==> src/rtl/zd_pkg.sv <==
// zd_pkg: shared constants, FSM encoding and stage power decode for the zero-detector sequencer
package zd_pkg;

    localparam int ZD_WIDTH    = 16;
    localparam int ZD_NSTAGE   = 7;
    localparam int ZD_NQUARTER = 4;

    typedef enum logic {
        WARM = 1'b0,
        RUN  = 1'b1
    } zd_fsm_t;

    // A stage is powered in its evaluate quarter (q == stage) and its hold quarter (q == stage+1), mod 4
    function automatic logic stage_powered(input logic [2:0] stage, input logic [ZD_NQUARTER-1:0] q);
        logic [1:0] s;
        s = stage[1:0];
        return q[s] | q[s + 2'd1];
    endfunction

endpackage

==> src/rtl/zd_result_fifo.sv <==
// zd_result_fifo: 2-entry 1-bit result queue, head always at mem[0]
module zd_result_fifo (
    input  logic       clk,
    input  logic       rst_n,
    input  logic       push,
    input  logic       pop,
    input  logic       din,
    output logic       dout,
    output logic [1:0] count
);

    logic [1:0] mem;
    logic       wi;

    assign wi   = count[0] ^ pop;
    assign dout = mem[0];

    // shift toward the head on pop; the push lands just behind the surviving entries
    always_ff @(posedge clk or negedge rst_n) begin
        if (!rst_n) begin
            mem   <= '0;
            count <= '0;
        end else begin
            count <= count + 2'(push) - 2'(pop);
            if (pop) mem[0] <= mem[1];
            if (push) mem[wi] <= din;
        end
    end

endmodule

==> src/rtl/zd_phase_sequencer.sv <==
// zd_phase_sequencer: four-phase power-clock generator, operand launch and result capture for zero_detector
module zd_phase_sequencer
    import zd_pkg::*;
#(
    parameter int DIV = 4
) (
    input  logic                 clk,
    input  logic                 rst_n,
    input  logic                 op_valid,
    output logic                 op_ready,
    input  logic [ZD_WIDTH-1:0]  op_a,
    input  logic [ZD_WIDTH-1:0]  op_b,
    output logic [ZD_WIDTH-1:0]  zd_a,
    output logic [ZD_WIDTH-1:0]  zd_b,
    output logic [ZD_NSTAGE-1:0] clkpos,
    output logic [ZD_NSTAGE-1:0] clkneg,
    input  logic                 zd_out,
    output logic                 res_valid,
    input  logic                 res_ready,
    output logic                 res_eq
);

    localparam int DW = DIV > 1 ? $clog2(DIV) : 1;

    logic [DW-1:0]          d;
    logic [ZD_NQUARTER-1:0] q;
    logic [ZD_NQUARTER-1:0] q_nxt;
    zd_fsm_t                st;
    logic                   inflight;
    logic                   last_d;
    logic                   slot;
    logic                   accept;
    logic                   push;
    logic                   pop;
    logic [1:0]             fifo_count;
    logic [ZD_NSTAGE-1:0]   pos_nxt;

    assign last_d    = d == DW'(DIV - 1);
    assign slot      = last_d && q[ZD_NQUARTER-1];
    assign q_nxt     = last_d ? {q[ZD_NQUARTER-2:0], q[ZD_NQUARTER-1]} : q;
    // credit counts only registered occupancy, so a same-cycle pop never opens the gate
    assign op_ready  = rst_n && slot && (fifo_count + 2'(inflight)) <= 2'd1;
    assign accept    = op_valid && op_ready;
    assign push      = slot && inflight;
    assign pop       = res_valid && res_ready;
    assign res_valid = fifo_count != 2'd0;

    // decode of the upcoming quarter; clocks stay parked until the warm quarter ends
    always_comb begin
        pos_nxt = '0;
        if (st == RUN || last_d)
            for (int i = 0; i < ZD_NSTAGE; i++) pos_nxt[i] = stage_powered(3'(i), q_nxt);
    end

    // divider, one-hot quarter rotation and warm-up exit
    always_ff @(posedge clk or negedge rst_n) begin
        if (!rst_n) begin
            d  <= '0;
            q  <= 4'b1000;
            st <= WARM;
        end else begin
            d <= last_d ? '0 : d + DW'(1);
            q <= q_nxt;
            if (last_d) st <= RUN;
        end
    end

    // power clocks come straight from flops so the ports never see decode glitches
    always_ff @(posedge clk or negedge rst_n) begin
        if (!rst_n) begin
            clkpos <= '0;
            clkneg <= '1;
        end else begin
            clkpos <= pos_nxt;
            clkneg <= ~pos_nxt;
        end
    end

    // operand launch and in-flight tracking; an accept on a sample edge re-arms inflight
    always_ff @(posedge clk or negedge rst_n) begin
        if (!rst_n) begin
            zd_a     <= '0;
            zd_b     <= '0;
            inflight <= 1'b0;
        end else begin
            inflight <= accept | (inflight & ~slot);
            if (accept) begin
                zd_a <= op_a;
                zd_b <= op_b;
            end
        end
    end

    zd_result_fifo u_fifo (
        .clk   (clk),
        .rst_n (rst_n),
        .push  (push),
        .pop   (pop),
        .din   (zd_out),
        .dout  (res_eq),
        .count (fifo_count)
    );

endmodule

==> config.mk <==
export PLATFORM = sky130hd
export DESIGN_NAME = zd_phase_sequencer
export DESIGN_NICKNAME = d
export VERILOG_FILES = /design/src/rtl/zd_pkg.sv /design/src/rtl/zd_result_fifo.sv /design/src/rtl/zd_phase_sequencer.sv
export SDC_FILE = /design/constraint.sdc
export NUM_CORES = 1
export LEC_CHECK = 0
export ABC_AREA = 1
export CAP_MARGIN = 10
export CORE_MARGIN = 5
export CORE_UTILIZATION = 39
export CTS_CLUSTER_SIZE = 24
export DETAILED_ROUTE_END_ITERATION = 12
export PLACE_DENSITY = 0.83
export SETUP_SLACK_MARGIN = 0.5
export SLEW_MARGIN = 10
export SYNTH_ARGS = -nofsm -noshare
export SYNTH_HDL_FRONTEND = slang
export SYNTH_SLANG_ARGS = --single-unit
==> constraint.sdc <==
create_clock -name clk -period 1.5 [get_ports clk]
set_clock_uncertainty 0.15 [all_clocks]
set_input_delay 0.3 -clock clk [delete_from_list [all_inputs] [get_ports clk]]
set_output_delay 0.3 -clock clk [all_outputs]
set_load 0.05 [all_outputs]
==> impl_metrics.yaml, run 1 <==
route:
  drtAntennaViolNets: 0
  dr.first_iter.drc_count: 99
  routed_wl_mm: 8.71
  vias: 2211
  viasPerCell: 5.13
  drc_errors: 0
  post_drt_wl_per_cell_um: 20.2
  firstDrtPassIters: 4
grt:
  track_usage: 0.184
  grt_overflow: 0
  grt_pass1_wl_mm: 10.7
  grt_pass1_vias: 2203
  grt_max_degree: 53
  antenna_found_initial: 0
final_layout:
  mostFrequentLayoutCells: "buf_12 (56), dfrtp_2 (39), buf_4 (36), clkdlybuf4s50_1 (35)"
  postLayoutCoreUtil: 0.860
  num_antenna_cells: 0
  design_area_um2: 4760
  layout-drive-gt1-share: 0.699
  final_common_cell: "buf_12"
  final_nets: 397
  synthToLayoutAreaGrowth_pct: 114
setup_path:
  crit_required_ns: 1.05
  worstSetupPathType: "reg -> out"
  crit_family: "flip-flops"
  cpMostUsedCell: "nand2_4"
  cp-start-kind: "flop"
  crit_path_end_kind: "output pin"
  path_buf_inv: 2
  cp_slowest_cell: "dfrtp_1"
  crit_chain: "buf_6 > nand2_4 > nand2_4 > nand2_4 > nor2_4 > buf_12"
  crit_path_max_fanout: 3
  max_stage_delay_ns: 0.43
  crit_arrival_ns: 1.33
place:
  place_area_um2: 3780
  hpwl_mm: 4.54
  portBuffers: 85
  dp_worst_setup_slack_ns: -0.400
  gp_congestion: 0.783
synthesis:
  yosys_warnings: 0
  yosys_register_bits: 52
  yosysSeqAreaShare: 0.587
  ys_types: 24
  synthCells: 224
  syn_avg_cell_area_um2: 9.94
  syn_area_um2: 2230
  syn_nets: 263
pwr:
  power.internal_uw: 1980
  sequentialPowerShare: 0.554
  switching_power_uw: 544
  p_clk_frac: 0.387
  swShare: 0.215
  p_per_area_nw_per_um2: 530
  ir_drop_mv: 0.683
  p_comb_frac: 0.059
  p_leak_uw: 0.00219
outcome:
  violations: "setup timing"
  outcome: "finished, violations left"
floorplan:
  placementRows: 27
  die_y_um: 85.5
  die_w_um: 85.5
  num_io_pins: 86
  start_util: 0.402
  die_area_um2: 7320
  core_um2: 5540
clock_network:
  ctsRootBufferMaster: "clkbuf_8"
  cts_buffers: 5
  path_clk_slew_ns: 0.10
  clockBufferDepth: 2
  cts_tree: "done"
  clock_latency_ns: 0.30
  cts.sinks: 52
  cts-htree-levels: 2
run:
  max-cap-violations: 0
sta:
  slew_viol_final: 0
  period_needed_ns: 1.78
  fin_crit_sh: 1.19
  rsz0062_at_grt: "true"
  tightestPinTransition_ns: 0.653
  hold_viol_final: 0
  fmax_mhz: 560
  slew_headroom: 0.565
  setup_viol: 48
  setup_slack_ns: -0.285
min_path:
  hold_path.class: "in -> async"
-- logic make-up (layout without fill, tap and decap cells) --
kind of cell / Yosys count / count (layout) / synth area share
fa+ha+maj: 2 / 2 / 0.0112
compound gates: 6 / 6 / 0.0135
buf+inv: 31 / 166 / 0.0877
simple gates: 131 / 131 / 0.291
mux: 1 / 1 / 0.00506
xor+xnor: 1 / 1 / 0.00394
flops: 52 / 52 / 0.587
-- per-layer routing --
layer | global-route usage | routed length, um | up-vias
li1 | - | - | 995
met5 | 0 | 0 | -
met3 | 0.0663 | 606 | 18
met4 | 0.0460 | 169 | 0
met2 | 0.341 | 4890 | 87
met1 | 0.197 | 3040 | 1111
-- flip-flops by register name (all words and copies together), names as in the netlist --
signal / flops
st: 1
u_fifo.count: 2
zd_b: 16
zd_a: 16
u_fifo.mem: 2
inflight: 1
clkneg: 4
d: 2
clkpos: 4
q: 4
-- final timing paths --
| kind | from | end | slack, ns | depth (start not counted) |
|---|---|---|---|---|
| max in group asynchronous | rst_n | zd_b[9]$_DFFE_PN0P_ | 0.69 | 2 |
| worst max-delay path | u_fifo.count[0]$_DFF_PN0_ | op_ready | -0.28 | 6 |
| worst min register to register | zd_b[5]$_DFFE_PN0P_ | zd_b[5]$_DFFE_PN0P_ | 0.38 | 2 |
| min in group clk | zd_b[5]$_DFFE_PN0P_ | zd_b[5]$_DFFE_PN0P_ | 0.38 | 2 |
| worst min-delay path | rst_n | q[1]$_DFF_PN0_ | 0.03 | 2 |
| worst max register to register | q[3]$_DFF_PN1_ | zd_a[1]$_DFFE_PN0P_ | -0.26 | 8 |
-- synthesized netlist by cell type --
library cell  instances  area, um2
nand3_1               3       15.0
nand4_4               1       21.3
nand2_2               5       31.3
dfrtp_1              47       1180
or2_2                 1       6.26
inv_2                 2       7.51
buf_2                 3       15.0
mux2_2                1       11.3
dfstp_2               5        131
nand2_4               1       11.3
clkbuf_1              3       11.3
xnor2_1               1       8.76
o21ai_1               6       30.0
buf_6                 6       67.6
nand3_4               1       17.5
nand3_2               1       10.0
inv_1                 9       33.8
nand4_1              33        206
nor2_4                1       11.3
nor2_1                4       15.0
nand2_1              79        297
ha_1                  2       25.0
nor2_2                1       6.26
buf_4                 8       60.1
-- layout make-up --
cell class | instances | area [um2]
Multi-Input combinational cell | 141 | 1120
Sequential cell | 52 | 1360
Clock buffer | 5 | 68.8
Tap cell | 72 | 90.1
Clock inverter | 3 | 42.5
Fill cell | 245 | 777
Inverter | 11 | 58.8
Timing Repair Buffer | 147 | 2030
-- per-stage QoR --
stage	setup TNS [ns]	hold WS (ns)	power (uW)	instances
6_report	-8.76	0.0305	2530	431
5_1_grt	-11.83	0.0733	2620	431
4_1_cts	-6.55	0.0466	2520	411
3_5_place_dp	-3.67	0.307	1570	381
3_3_place_gp	-3.10	0.266	1570	381
2_1_floorplan	-0.0472	-0.146	1440	224
-- power groups by stage --
stage | combinational [uW] | sequential [uW] | clock [uW]
after CTS | 145 | 1400 | 975
after floorplan | 14.1 | 1430 | 0
after global placement | 142 | 1430 | 0
final | 148 | 1400 | 977
after detailed placement | 145 | 1430 | 0
after global routing | 160 | 1400 | 1060
-- what timing repair did --
item,4_1_cts,5_1_grt
hold buffers,0,0
resized for setup,37,90
setup endpoints to repair,99,100
setup buffers,19,19
pin swaps,10,17
gates cloned,3,1
Power figures use the tool's default switching activity.
==> run 2: changes to the inputs <==
- CORE_UTILIZATION: 39 -> 40
- PLACE_DENSITY: 0.83 -> 0.82
- clock period: 1.5 -> 2.2 ns (I/O delays scaled with it)
==> impl_metrics.yaml, run 2 (synthesis results as in run 1) <==
outcome:
  outcome: "completed"
grt:
  antenna_found_initial: 0
  grt_pass1_wl_mm: 8.44
  grt_overflow: 0
  grt_max_degree: 53
  use_met3: 0.0520
  met1_usage: 0.163
  met2_usage: 0.255
  grt_pass1_vias: 1874
  grt-busiest-layer: "met2"
  track_usage: 0.142
floorplan:
  placementRows: 27
  start_util: 0.407
  core_um2: 5470
  num_io_pins: 86
  die_y_um: 84.6
  die_w_um: 84.6
  die_area_um2: 7160
route:
  dr.first_iter.drc_count: 48
  drtAntennaViolNets: 0
  vias: 1869
  viasPerCell: 4.80
  firstDrtPassIters: 4
  post_drt_wl_per_cell_um: 13.1
  routed_wl_mm: 5.10
  drc_errors: 0
sta:
  hold_viol_final: 0
  rsz0062_at_grt: "true"
  finalSetupTns_ns: 0
  tightestPinTransition_ns: 0.623
  period_needed_ns: 1.81
  slew_viol_final: 0
  setup_viol: 0
  fmax_mhz: 552
  fin_crit_sh: 0.824
  whs_ns: 0.164
  slew_headroom: 0.584
run:
  max-cap-violations: 0
setup_path:
  crit_required_ns: 1.61
  crit_path_end_kind: "output pin"
  worstSetupPathType: "reg -> out"
  cp-start-kind: "flop"
  crit_path_max_fanout: 4
  crit_arrival_ns: 1.22
min_path:
  hold_path.class: "in -> async"
clock_network:
  hold_buffers: 0
  path_clk_slew_ns: 0.10
  cts_tree: "done"
  cts.sinks: 52
  clockBufferDepth: 2
  clock_latency_ns: 0.30
  cts-htree-levels: 2
  ctsRootBufferMaster: "clkbuf_8"
  cts_buffers: 5
pwr:
  p_per_area_nw_per_um2: 477
  p_leak_uw: 0.00164
  ir_drop_mv: 0.318
  fin_total_pwr_uw: 1600
final_layout:
  reg.largest.list: "zd_a: 16 flops, zd_b: 16 flops"
  layout-drive-gt1-share: 0.334
  final_nets: 355
  mostFrequentLayoutCells: "nand2_1 (76), dfrtp_1 (46), clkdlybuf4s15_2 (39), clkdlybuf4s50_1 (34), nand4_1 (33)"
  final_cells: 389
  final_common_cell: "nand2_1"
  num_antenna_cells: 0
  synthToLayoutAreaGrowth_pct: 50.9
place:
  place_inst: 366
  hpwl_mm: 3.52
  portBuffers: 85
  gp_congestion: 0.731
==> run 2: final timing paths <==
kind / startpoint / slack, ns / cells after the start / end
setup / recovery: u_fifo.count[1]$_DFF_PN0_ / 0.39 / 5 / op_ready
hold / removal: rst_n / 0.16 / 2 / clkpos[5]$_DFF_PN0_
setup reg to reg: u_fifo.count[0]$_DFF_PN0_ / 0.57 / 5 / u_fifo.mem[1]$_DFFE_PN0P_
hold reg to reg: zd_b[15]$_DFFE_PN0P_ / 0.33 / 2 / zd_b[15]$_DFFE_PN0P_
max in group asynchronous: rst_n / 1.29 / 2 / u_fifo.count[1]$_DFF_PN0_
min in group clk: zd_b[15]$_DFFE_PN0P_ / 0.33 / 2 / zd_b[15]$_DFFE_PN0P_
==> run 2: final cells by class <==
class / instances / area (um2)
Timing Repair Buffer: 105 / 1060
Clock buffer: 5 / 68.8
Fill cell: 479 / 2110
Inverter: 11 / 41.3
Sequential cell: 52 / 1310
Tap cell: 72 / 90.1
Clock inverter: 3 / 26.3
Multi-Input combinational cell: 141 / 766
==> run 2: report_power, final <==
group          internal [uW]  total, uW      switching (uW)
sequential               956        956  0.0000000000000481
combinational           56.4       94.4                38.0
clock                    232        551                 319
==> run 2: routing by layer <==
layer	up-vias	part of all wire
li1	922	-
met5	-	0
met4	0	0.0029
met2	57	0.49
met3	2	0.082
met1	888	0.42
==> run 2: through the flow <==
| step | setup WS [ns] | util | area [um2] |
|---|---|---|---|
| 4_1_cts | 0.372 | 0.608 | 3330 |
| 6_report | 0.388 | 0.614 | 3360 |
| 3_5_place_dp | 0.0942 | 0.561 | 3070 |
| 5_1_grt | 0.308 | 0.614 | 3360 |
| 3_3_place_gp | 0.133 | 0.561 | 3070 |
| 2_1_floorplan | 0.510 | - | 2240 |
==> run 2: worst max-delay path, cell delays in order (launching register included) <==
cell and delay (ns):
dfrtp_2 0.45, inv_2 0.09, nand3_2 0.12, nand2_4 0.09, nor2_4 0.04, buf_12 0.13
==> run 2: timing repair <==
action | in CTS | in global routing
gates cloned | 0 | 0
pin swaps | 6 | 5
endpoints found under the hold margin | 0 | 0
endpoints found under the setup margin | 67 | 4
gates resized for setup | 127 | 5
buffers inserted | 12 | 3
==> run 3: changes to the inputs <==
- CORE_UTILIZATION: 40 -> 39
- PLACE_DENSITY: 0.82 -> 0.83
- clock period: 2.2 -> 1.6 ns (I/O delays scaled with it)
==> impl_metrics.yaml, run 3 (synthesis results as in run 1) <==
setup_path:
  rrSetupSlack_ns: -0.14
  crit_arrival_ns: 1.28
  crit_required_ns: 1.13
  cp-start-kind: "flop"
  setup.worst_path.end: "op_ready"
  crit_chain: "buf_6 > nand2_4 > nand2_4 > nand2_4 > nor2_4 > buf_12"
  max_stage_delay_ns: 0.40
  timing.rr.end: "zd_a[15]$_DFFE_PN0P_"
  reg2reg_from: "q[3]$_DFF_PN1_"
  crit_family: "flip-flops"
  critPathLaunch: "u_fifo.count[0]$_DFF_PN0_"
  crit_path_max_fanout: 2
  r2r_cells: 8
  crit_path_end_kind: "output pin"
  path_depth: 6
  cpMostUsedCell: "nand2_4"
  path_buf_inv: 2
  worstSetupPathType: "reg -> out"
  cp_slowest_cell: "dfrtp_1"
sta:
  slew_viol_final: 0
  setup_slack_ns: -0.149
  rsz0062_at_grt: "true"
  hold_viol_final: 0
  fin_crit_sh: 1.09
  setup_viol: 34
  tightestPinTransition_ns: 0.668
  whs_ns: 0.0583
  slew_headroom: 0.555
  period_needed_ns: 1.75
  finalSetupTns_ns: -3.66
  fmax_mhz: 572
pwr:
  switching_power_uw: 495
  fin_total_pwr_uw: 2360
  swShare: 0.210
  sequentialPowerShare: 0.556
  ir_drop_mv: 0.844
  p_comb_frac: 0.058
  p_per_area_nw_per_um2: 529
  power.internal_uw: 1870
  p_clk_frac: 0.386
  p_leak_uw: 0.00214
clock_network:
  ctsRootBufferMaster: "clkbuf_8"
  hold_buffers: 0
  clockBufferDepth: 2
  cts_tree: "done"
  cts.sinks: 52
  cts_buffers: 5
  cts-htree-levels: 2
  path_clk_slew_ns: 0.10
  clock_latency_ns: 0.29
grt:
  grt_overflow: 0
  grt_max_degree: 53
  grt_pass1_vias: 2186
  grt_pass1_wl_mm: 10.7
  track_usage: 0.184
  antenna_found_initial: 0
route:
  post_drt_wl_per_cell_um: 17.1
  dr.first_iter.drc_count: 118
  firstDrtPassIters: 4
  drtAntennaViolNets: 0
  viasPerCell: 4.90
  routed_wl_mm: 7.31
  vias: 2098
  drc_errors: 0
final_layout:
  num_antenna_cells: 0
  final_nets: 394
  final_common_cell: "buf_12"
  synthToLayoutAreaGrowth_pct: 101
  mostFrequentLayoutCells: "buf_12 (51), buf_4 (44), dfrtp_1 (39), nand2_1 (36), nand2_2 (36)"
  design_area_um2: 4470
  layout-drive-gt1-share: 0.576
  reg.largest.list: "zd_a: 16 flops, zd_b: 16 flops"
  postLayoutCoreUtil: 0.806
min_path:
  hold_path.class: "in -> async"
place:
  portBuffers: 85
  place_area_um2: 3680
  gp_congestion: 0.759
  hpwl_mm: 4.27
floorplan:
  die_w_um: 85.5
  die_y_um: 85.5
  num_io_pins: 86
  die_area_um2: 7320
  core_um2: 5540
  start_util: 0.402
  placementRows: 27
run:
  max-cap-violations: 0
outcome:
  outcome: "finished, violations left"
  violations: "setup timing"
run 3: cell count changes in the layout (fill, tap and decap cells not counted), sizes merged:
| cell | before | now |
|---|---|---|
| buf | 30 | 107 |
| bufinv | 0 | 1 |
| clkbuf | 6 | 7 |
| clkdlybuf4s15 | 39 | 0 |
| clkdlybuf4s50 | 34 | 35 |
| clkinv | 2 | 0 |
| clkinvlp | 0 | 1 |
| dlygate4sd2 | 1 | 0 |
run 3: metal layers:
metal	wire [um]	global-route usage	share of wire
met5	0	0	0
met4	104	0.0475	0.014
met3	557	0.0615	0.076
met2	3980	0.347	0.54
met1	2660	0.194	0.36
run 3: worst min path at each step:
stage / end / slack [ns] / cells after the start
5_1_grt: clkpos[4]$_DFF_PN0_ / 0.12 / 2
2_1_floorplan: clkpos[2]$_DFF_PN0_ / -0.13 / 0
3_3_place_gp: d[0]$_DFF_PN0_ / 0.27 / 1
4_1_cts: zd_a[15]$_DFFE_PN0P_ / 0.07 / 2
3_5_place_dp: d[0]$_DFF_PN0_ / 0.30 / 1
6_report: clkpos[5]$_DFF_PN0_ / 0.06 / 2
run 3: through the flow:
stage               instances  worst slack, ns
floorplan                 224           0.0562
global placement          373           -0.240
detailed placement        373           -0.293
CTS                       407           -0.110
global route              428           -0.222
finish                    428           -0.149
run 3: final cells by class:
| class | count | area (um2) |
|---|---|---|
| clock buffer | 5 | 68.8 |
| clock inverter | 3 | 46.3 |
| fill | 304 | 1070 |
| inverter | 11 | 56.3 |
| multi-input combinational | 141 | 1000 |
| sequential | 52 | 1320 |
| tap | 72 | 90.1 |
| timing repair buffer | 144 | 1880 |
run 3: power by group through the flow:
stage | Sequential (uW) | Combinational [uW] | Clock [uW]
4_1_cts | 1310 | 136 | 930
3_3_place_gp | 1340 | 133 | 0
3_5_place_dp | 1340 | 136 | 0
6_report | 1310 | 137 | 912
2_1_floorplan | 1340 | 13.2 | 0
5_1_grt | 1310 | 147 | 986
run 3: repair_timing:
item / 4_1_cts / 5_1_grt
setup buffers: 26 / 18
gates cloned: 0 / 3
gates resized for setup: 28 / 58
hold endpoints to repair: 0 / 0
pin swaps: 15 / 9
setup endpoints to repair: 99 / 100
